$ cat src/rtl/hazard_stall_controller.sv
// hazard_stall_controller
//
// Pipeline sequencing for the 5-stage MIPS core. This block makes every stall,
// bubble and flush decision for the pipeline registers:
//   - load-use stalls (load in EX feeding the instruction in ID),
//   - branch-in-ID operand stalls that forwarding cannot cover,
//   - a full freeze while a MEM-stage UART access waits for io_ack, with a
//     timeout so that a UART which never answers cannot hang the core.
// It also keeps a saturating count of PC-stall cycles for debug.
//
// Parameters:
//   IO_TIMEOUT   maximum WAIT cycles before an unanswered UART access is
//                abandoned (2..255)
//   CNT_W        width of the stall-cycle counter
//
// Ports:
//   clk, rst                          clock; synchronous active-high reset
//   id_ex_mem_read/reg_write/dst_reg  instruction in EX: load, writes RF, rd
//   ex_mem_mem_read/dst_reg           instruction in MEM: load, rd
//   if_id_rs/rt, id_uses_rs/rt        source operands of the instruction in ID
//   id_is_branch, id_branch_taken     ID branch/jr needing operands; taken
//   ex_mem_io_access, io_ack          MEM touches the UART; UART completion
//   pc_write, if_id_write, if_id_flush, id_ex_write, id_ex_flush,
//   ex_mem_write, mem_wb_flush        pipeline register enables and bubbles
//   io_req, io_timeout                UART request; abandoned-access pulse
//   stall_cycles                      saturating count of pc_write=0 cycles
//
// All hazard outputs are combinational from inputs and the current state.

module hazard_stall_controller #(
    parameter int unsigned IO_TIMEOUT = 64,
    parameter int unsigned CNT_W      = 32
) (
    input  logic             clk,
    input  logic             rst,

    input  logic             id_ex_mem_read,
    input  logic             id_ex_reg_write,
    input  logic [4:0]       id_ex_dst_reg,
    input  logic             ex_mem_mem_read,
    input  logic [4:0]       ex_mem_dst_reg,
    input  logic [4:0]       if_id_rs,
    input  logic [4:0]       if_id_rt,
    input  logic             id_uses_rs,
    input  logic             id_uses_rt,
    input  logic             id_is_branch,
    input  logic             id_branch_taken,
    input  logic             ex_mem_io_access,
    input  logic             io_ack,

    output logic             pc_write,
    output logic             if_id_write,
    output logic             if_id_flush,
    output logic             id_ex_write,
    output logic             id_ex_flush,
    output logic             ex_mem_write,
    output logic             mem_wb_flush,
    output logic             io_req,
    output logic             io_timeout,
    output logic [CNT_W-1:0] stall_cycles
);

    // WAIT-cycle counter only ever has to reach IO_TIMEOUT-1.
    localparam int unsigned TmoW = (IO_TIMEOUT > 1) ? $clog2(IO_TIMEOUT) : 1;
    localparam logic [TmoW-1:0] TmoLast = TmoW'(IO_TIMEOUT - 1);

    typedef enum logic [1:0] {
        StIdle = 2'd0,
        StWait = 2'd1,
        StTmo  = 2'd2
    } io_state_e;

    io_state_e         state_q;
    logic [TmoW-1:0]   wait_cnt_q;
    logic [CNT_W-1:0]  stall_cnt_q;

    // ------------------------------------------------------------------
    // Operand match detection
    // ------------------------------------------------------------------

    // $0 is hardwired to zero, so a write to it never creates a dependency.
    function automatic logic operand_match(input logic       uses,
                                           input logic [4:0] src,
                                           input logic [4:0] dst);
        return uses && (src == dst) && (dst != 5'd0);
    endfunction

    logic match_ex;
    logic match_mem;
    logic load_use;
    logic branch_haz;

    always_comb begin
        match_ex  = operand_match(id_uses_rs, if_id_rs, id_ex_dst_reg) ||
                    operand_match(id_uses_rt, if_id_rt, id_ex_dst_reg);
        match_mem = operand_match(id_uses_rs, if_id_rs, ex_mem_dst_reg) ||
                    operand_match(id_uses_rt, if_id_rt, ex_mem_dst_reg);

        load_use  = id_ex_mem_read && match_ex;

        // A branch compares in ID, so it needs an ALU result one cycle
        // earlier than EX forwarding gives, and load data two cycles earlier:
        // the second load stall is caught here when the load sits in MEM.
        branch_haz = id_is_branch &&
                     ((id_ex_reg_write && match_ex) ||
                      (ex_mem_mem_read && match_mem));
    end

    // ------------------------------------------------------------------
    // UART access freeze
    // ------------------------------------------------------------------

    logic io_stall;
    logic io_req_raw;

    always_comb begin
        io_stall   = 1'b0;
        io_req_raw = 1'b0;
        unique case (state_q)
            StIdle: begin
                io_stall   = ex_mem_io_access;
                io_req_raw = ex_mem_io_access;
            end
            StWait: begin
                // The final WAIT cycle (ack or timeout) lets MEM advance.
                io_stall   = !io_ack && (wait_cnt_q < TmoLast);
                io_req_raw = 1'b1;
            end
            StTmo: begin
                io_stall   = 1'b0;
                io_req_raw = 1'b0;
            end
            default: begin
                io_stall   = 1'b0;
                io_req_raw = 1'b0;
            end
        endcase
    end

    // ------------------------------------------------------------------
    // Pipeline control outputs, in priority order
    // ------------------------------------------------------------------

    always_comb begin
        pc_write     = 1'b1;
        if_id_write  = 1'b1;
        if_id_flush  = 1'b0;
        id_ex_write  = 1'b1;
        id_ex_flush  = 1'b0;
        ex_mem_write = 1'b1;
        mem_wb_flush = 1'b0;
        io_req       = io_req_raw;
        io_timeout   = (state_q == StTmo);

        if (rst) begin
            pc_write     = 1'b0;
            if_id_write  = 1'b0;
            if_id_flush  = 1'b1;
            id_ex_write  = 1'b0;
            id_ex_flush  = 1'b1;
            ex_mem_write = 1'b0;
            mem_wb_flush = 1'b1;
            io_req       = 1'b0;
            io_timeout   = 1'b0;
        end else if (io_stall) begin
            // Whole front end frozen; MEM result must not retire twice.
            pc_write     = 1'b0;
            if_id_write  = 1'b0;
            id_ex_write  = 1'b0;
            ex_mem_write = 1'b0;
            mem_wb_flush = 1'b1;
        end else if (load_use || branch_haz) begin
            // Hold PC and IF_ID, inject a bubble into EX.
            pc_write     = 1'b0;
            if_id_write  = 1'b0;
            id_ex_flush  = 1'b1;
        end else begin
            if_id_flush  = id_branch_taken;
        end
    end

    // ------------------------------------------------------------------
    // State
    // ------------------------------------------------------------------

    always_ff @(posedge clk) begin
        if (rst) begin
            // Abandons any in-flight access silently (no timeout pulse).
            state_q     <= StIdle;
            wait_cnt_q  <= '0;
            stall_cnt_q <= '0;
        end else begin
            unique case (state_q)
                StIdle: begin
                    if (ex_mem_io_access) begin
                        state_q    <= StWait;
                        wait_cnt_q <= '0;
                    end
                end
                StWait: begin
                    if (io_ack) begin
                        state_q <= StIdle;
                    end else if (wait_cnt_q == TmoLast) begin
                        state_q <= StTmo;
                    end else begin
                        wait_cnt_q <= wait_cnt_q + TmoW'(1);
                    end
                end
                StTmo: begin
                    state_q <= StIdle;
                end
                default: begin
                    state_q <= StIdle;
                end
            endcase

            if (!pc_write && (stall_cnt_q != {CNT_W{1'b1}})) begin
                stall_cnt_q <= stall_cnt_q + CNT_W'(1);
            end
        end
    end

    assign stall_cycles = stall_cnt_q;

endmodule
$ cat config.mk
export PLATFORM = sky130hd
export DESIGN_NAME = hazard_stall_controller
export DESIGN_NICKNAME = d
export VERILOG_FILES = /design/src/rtl/hazard_stall_controller.sv
export SDC_FILE = /design/constraint.sdc
export NUM_CORES = 1
export LEC_CHECK = 0
export CAP_MARGIN = 15
export CORE_MARGIN = 8
export CORE_UTILIZATION = 47
export DETAILED_ROUTE_END_ITERATION = 10
export GPL_TIMING_DRIVEN = 0
export PLACE_DENSITY = 0.9
export SYNTH_ARGS = -nofsm -noshare
export SYNTH_HDL_FRONTEND = slang
export SYNTH_SLANG_ARGS = --single-unit
$ cat constraint.sdc
create_clock -name clk -period 2.6 [get_ports clk]
set_input_delay 0.52 -clock clk [delete_from_list [all_inputs] [get_ports clk]]
set_output_delay 0.52 -clock clk [all_outputs]
set_load 0.005 [all_outputs]
=== Word-level counts from Yosys, hierarchy flattened ===
Cells that the tools add are included.

* Flip-flop bits (word level): 40
* Output and inout port bits: 41
* Bits of input ports: 31
* Word-level logic and storage cells: 69

* Reductions and logical operators: 26
* Multiplexer cells: 25
* Eq/ne operators: 12
* $add $sub $neg: 2
* Order comparisons: 1

{| class="wikitable"
|+ Operators by type and width
! cell !! count
|-
| $add A32 B1 Y32 const B || 1
|-
| $ne A32 B32 Y1 const B || 1
|-
| $eq A5 B5 Y1 || 4
|-
| $mux W6 || 3
|-
| $mux W1 || 15
|-
| $logic_and A1 B1 Y1 || 14
|-
| $pmux W6 S2 || 1
|-
| $reduce_bool A5 Y1 || 2
|-
| $add A6 B1 Y6 const B || 1
|-
| $eq A6 B6 Y1 const B || 1
|-
| $lt A6 B6 Y1 const B || 1
|-
| $mux W2 || 3
|-
| $ne A2 B2 Y1 const B || 3
|-
| $logic_or A1 B1 Y1 || 4
|-
| $pmux W1 S2 || 2
|-
| $pmux W2 S2 || 1
|-
| $reduce_and A4 Y1 || 1
|-
| $ne A3 B3 Y1 const B || 1
|-
| $eq A2 B1 Y1 const B || 1
|-
| $eq A2 B2 Y1 const B || 1
|-
| $logic_not A1 Y1 || 2
|-
| $logic_not A2 Y1 || 1
|-
| $reduce_and A2 Y1 || 1
|-
| $reduce_bool A2 Y1 || 1
|}

=== Longest topological paths before layout ===
* Depth in word-level cells: 13
* Depth in mapped cells: 9
* Gate-level depth less buffers: 8

=== Least setup slack after synthesis ===
OpenSTA, ideal clock, no wires.

* Path kind: input-to-output
* Start point: input port ex_mem_dst_reg[0]
* End point: output port pc_write
* Data arrival time: 1.803 ns
* Path slack: 0.277 ns
* Data required time: 2.080 ns
* Stages: 6
* Path buffers: 2
* Cells stage by stage: or3_1 o311a_1 a22oi_4 and2_4 buf_6 buf_4

* Word-level cells in the longest chain between the ends: 11
* Elaborated cells on any way between the ends: 15
* Classes of those cells: eq/ne (2); mux (3); reduce/logical (10)

{| class="wikitable"
|+ RTL lines
! item !! line !! source
|-
| start, declared || 41 || <nowiki>input logic [4:0] ex_mem_dst_reg,</nowiki>
|-
| $eq A5 B5 Y1 || 85 || <nowiki>return uses && (src == dst) && (dst != 5'd0);</nowiki>
|-
| $logic_and A1 B1 Y1 (2 in series) || 85 ||
|-
| $logic_or A1 B1 Y1 (*) || 96 || <nowiki>match_mem = operand_match(id_uses_rs, if_id_rs, ex_mem_dst_reg) ||</nowiki>
|-
| $logic_and A1 B1 Y1 (*) || 106 || <nowiki>(ex_mem_mem_read && match_mem));</nowiki>
|-
| $logic_or A1 B1 Y1 (*) || 105 || <nowiki>((id_ex_reg_write && match_ex) ||</nowiki>
|-
| $logic_and A1 B1 Y1 (*) || 104 || <nowiki>branch_haz = id_is_branch &&</nowiki>
|-
| $logic_or A1 B1 Y1 (*) || 172 || <nowiki>end else if (load_use || branch_haz) begin</nowiki>
|-
| $mux W1 (*) (3 in series) || -- ||
|-
| end, declared || 51 || <nowiki>output logic pc_write,</nowiki>
|}

Every way passes the cells marked *; elsewhere a longest branch is shown, timed or not.

=== Worst setup path after layout ===
* Start point: register wait_cnt_q[0]
* End point: output port ex_mem_write

* Word-level cells in the longest chain between the ends: 5

{| class="wikitable"
|+ RTL lines
! item !! line !! source
|-
| start, declared || 74 || <nowiki>logic [TmoW-1:0] wait_cnt_q;</nowiki>
|-
| start signal, assigned || 206 || <nowiki>wait_cnt_q <= wait_cnt_q + TmoW'(1);</nowiki>
|-
| $lt A6 B6 Y1 || 126 || <nowiki>io_stall = !io_ack && (wait_cnt_q < TmoLast);</nowiki>
|-
| $logic_and A1 B1 Y1 || 126 ||
|-
| $pmux W1 S2 || 119 || <nowiki>unique case (state_q)</nowiki>
|-
| $mux W1 || 165 || <nowiki>end else if (io_stall) begin</nowiki>
|-
| $mux W1 || 155 || <nowiki>if (rst) begin</nowiki>
|-
| end, declared || 56 || <nowiki>output logic ex_mem_write,</nowiki>
|}

No other way between the ends.

==> flow_summary.ini <==
[route]
dr.first_iter.drc_count = 154
drt_pass1_iterations = 5
wl_per_cell_um = 16.5
wirelength_um = 7340
postRouteAntennaNets = 0
viasPerCell = 5.76
vias = 2557
drc = 0

[synth]
synth-seq-area-share_pct = 32.2
synth_cell_type_count = 52
synth_top_area_cell = dfxtp_1
synth_area_leaders = dfxtp_1 32%, xnor2_1 7.8%, mux2_2 7.2%
synth_ff_type = dfxtp_1
syn_inst = 291
yosysMostFrequentCell = dfxtp_1
yosys_warnings = 0
synthTopCellsByCount = 40 x dfxtp_1, 38 x nor2_1, 22 x xnor2_1
ys_ff_latch = 40
synth_nets = 324
async_flop_share_pct = 0
synth_top_area_share_pct = 32.2
netlist_area_sq_mm = 0.00249
synth_edf_count = 0
avgSynthCellArea_sq_um = 8.54

[floorplan]
rows = 26
start_util_pct = 48.7
top_level_ports = 72
core-area_sq_mm = 0.00511
die_w_um = 88.7
dieArea_sq_mm = 0.00787
fp.dieH_um = 88.7

[clocking]
cts_tree = yes
ctsHtreeMaxLevel = 2
cts.reportedPaths.clkPinSlew_ns = 0.08
ctsHoldBuffers = 0
cts_buffer_depth = 2
numCtsBuffers = 5
cts_root_buf = clkbuf_8
clock_sinks = 40
clk_latency_ns = 0.30

[min_path]
min_path_cells = 2
holdCritStartpoint = wait_cnt_q[5]
worstHoldEndpoint = wait_cnt_q[5]
hp-class = reg2reg

[power_and_ir_drop]
power_leakage_nw = 1.32
swShare_pct = 27.4
power_frac_comb_pct = 18.9
switching_power_uw = 348
peakVddDrop_v = 0.000262
p_int_uw = 922
seqPwrFrac_pct = 49.9
clkPwrFrac_pct = 31.2
power.density_mw_per_mm2 = 373
power.total_mw = 1.27

[setup_path]
crit_type = reg2out
path_max_fanout = 5
reg2reg_slack_ns = 0.27
r2r_end = stall_cycles[22]
worst_setup_path_end_kind = output port
r2r-start = wait_cnt_q[0]
critPathLaunchType = flop
required_ns = 2.08
arrival_ns = 1.99
worstRegToRegCells = 10

[layout]
diodes = 0
final_design_area_no_fill_sq_mm = 0.00340
nets = 407
area.growth.synth_to_final_pct = 36.7
nFillCells = 411
drive_gt1_share_pct = 17.4
fin_cells = 444

[global_routing]
use_met3_pct = 2.88
met2_usage_pct = 32.5
busiest_layer = met2
overflow = 0
grt_max_degree = 12
track_usage_pct = 18.5
antenna_found_initial = 0
grt_pass1_vias = 2381
grt_pass1_wl_um = 11500
grtUsageMet1_pct = 22.4

[sta]
slew_headroom_pct = 64.4
worst_slew_pin_slew_ns = 0.535
hold_viol_final = 0
tns_ns = 0
setup_violations = 0
fin_ws_ns = 0.0942
drv_slew = 0
timing.final.crit_share_pct = 96.4
max_freq_mhz = 399
skew_ns = 0.00553
fin_crit_ns = 2.51

[placed_design]
post-place-cells = 431
pre_cts_slack_ns = -0.873
io_buffers = 70
gp_congestion = 0.822
dpl_cell_area_sq_mm = 0.00327
hpwl_um = 5350

[job]
drv_cap = 0

[run_status]
status = completed
worst max path at each step:
| stage | startpoint | to | slack (ns) | cells after the start |
|---|---|---|---|---|
| floorplan | ex_mem_dst_reg[0] | pc_write | 0.28 | 6 |
| global placement | ex_mem_dst_reg[0] | pc_write | -0.84 | 8 |
| detailed placement | ex_mem_dst_reg[0] | pc_write | -0.87 | 8 |
| CTS | ex_mem_dst_reg[0] | pc_write | -0.0000002 | 7 |
| global route | wait_cnt_q[0] | ex_mem_write | -0.003 | 6 |
| finish | wait_cnt_q[0] | ex_mem_write | 0.09 | 6 |
power by group through the flow:
stage | registers (mW) | clock network [mW] | logic [mW]
after global placement | 0.645 | 0 | 0.228
after CTS | 0.632 | 0.396 | 0.235
after floorplan | 0.643 | 0 | 0.120
final | 0.633 | 0.396 | 0.240
after global routing | 0.634 | 0.424 | 0.258
after detailed placement | 0.646 | 0 | 0.236
registers in the layout, summed over array words and instances, names as in the netlist:
name	flops
stall_cycles	32
wait_cnt_q	6
state_q	2
cells by family (layout without fill, tap and decap cells):
family | Yosys count | after routing | synth area share, %
DFF | 40 | 40 | 32.2
adders and majority gates | 2 | 2 | 1.01
buffers and inverters | 18 | 101 | 3.93
muxes | 22 | 22 | 10.4
and+or+nand+nor | 151 | 151 | 33.6
AOI/OAI and AO/OA | 34 | 34 | 10.5
xor gates and xnor gates | 24 | 24 | 8.45
cell type report:
class                      instances  area, sq um  area share [%]
multi-input combinational        233         1640            48.1
tap                               70         87.6            2.58
sequential                        40          801            23.6
inverter                           3         11.3           0.331
clock buffer                       6         72.6            2.13
clock inverter                     1         5.00           0.147
timing repair buffer              77          709            20.9
buffer                            14         76.3            2.25
through the flow:
stage               hold WS, ns  utilization (%)
floorplan                 0.458                -
global placement          0.469             64.1
detailed placement        0.520             64.1
CTS                       0.530             66.1
global route              0.558             66.6
finish                    0.538             66.6
placed cells by master, fill, tap and decap left out, types with 3 or more instances in the layout:
cell	netlist	routed
a21oi_1	13	11
and2_1	3	3
and3_1	11	11
buf_2	0	6
buf_4	2	8
buf_6	3	3
clkbuf_1	8	9
clkbuf_8	0	5
clkdlybuf4s50_1	0	43
dfxtp_1	40	40
dlygate4sd2_1	0	18
inv_1	3	3
mux2_2	16	16
mux2_4	3	3
nand2_1	11	11
nand2b_1	3	3
nand3_1	17	17
nand4_1	20	20
nor2_1	38	38
nor2b_1	21	21
nor3_1	5	4
nor3_2	2	3
o31ai_1	4	4
or3_1	4	3
or4_1	4	3
xnor2_1	22	22
critical path, cell delays in order, from the launching register on:
cell             delay [ns]
dfxtp_1                0.38
ha_1                   0.21
nand2_1                0.11
o21ai_2                0.19
a21oi_4                0.10
nor2_4                 0.17
clkdlybuf4s50_1        0.53
metal layers:
| layer | vias up | wire length (um) |
|---|---|---|
| li1 | 1199 | - |
| met1 | 1245 | 3150 |
| met2 | 97 | 3730 |
| met3 | 16 | 347 |
| met4 | 0 | 109 |
| met5 | - | 0 |
what timing repair did:
action,in CTS,in global routing
gates resized for setup,47,10
setup buffers,7,1
pin swaps,13,7
endpoints found under the setup margin,14,6
(Power assumes the default switching activity.)
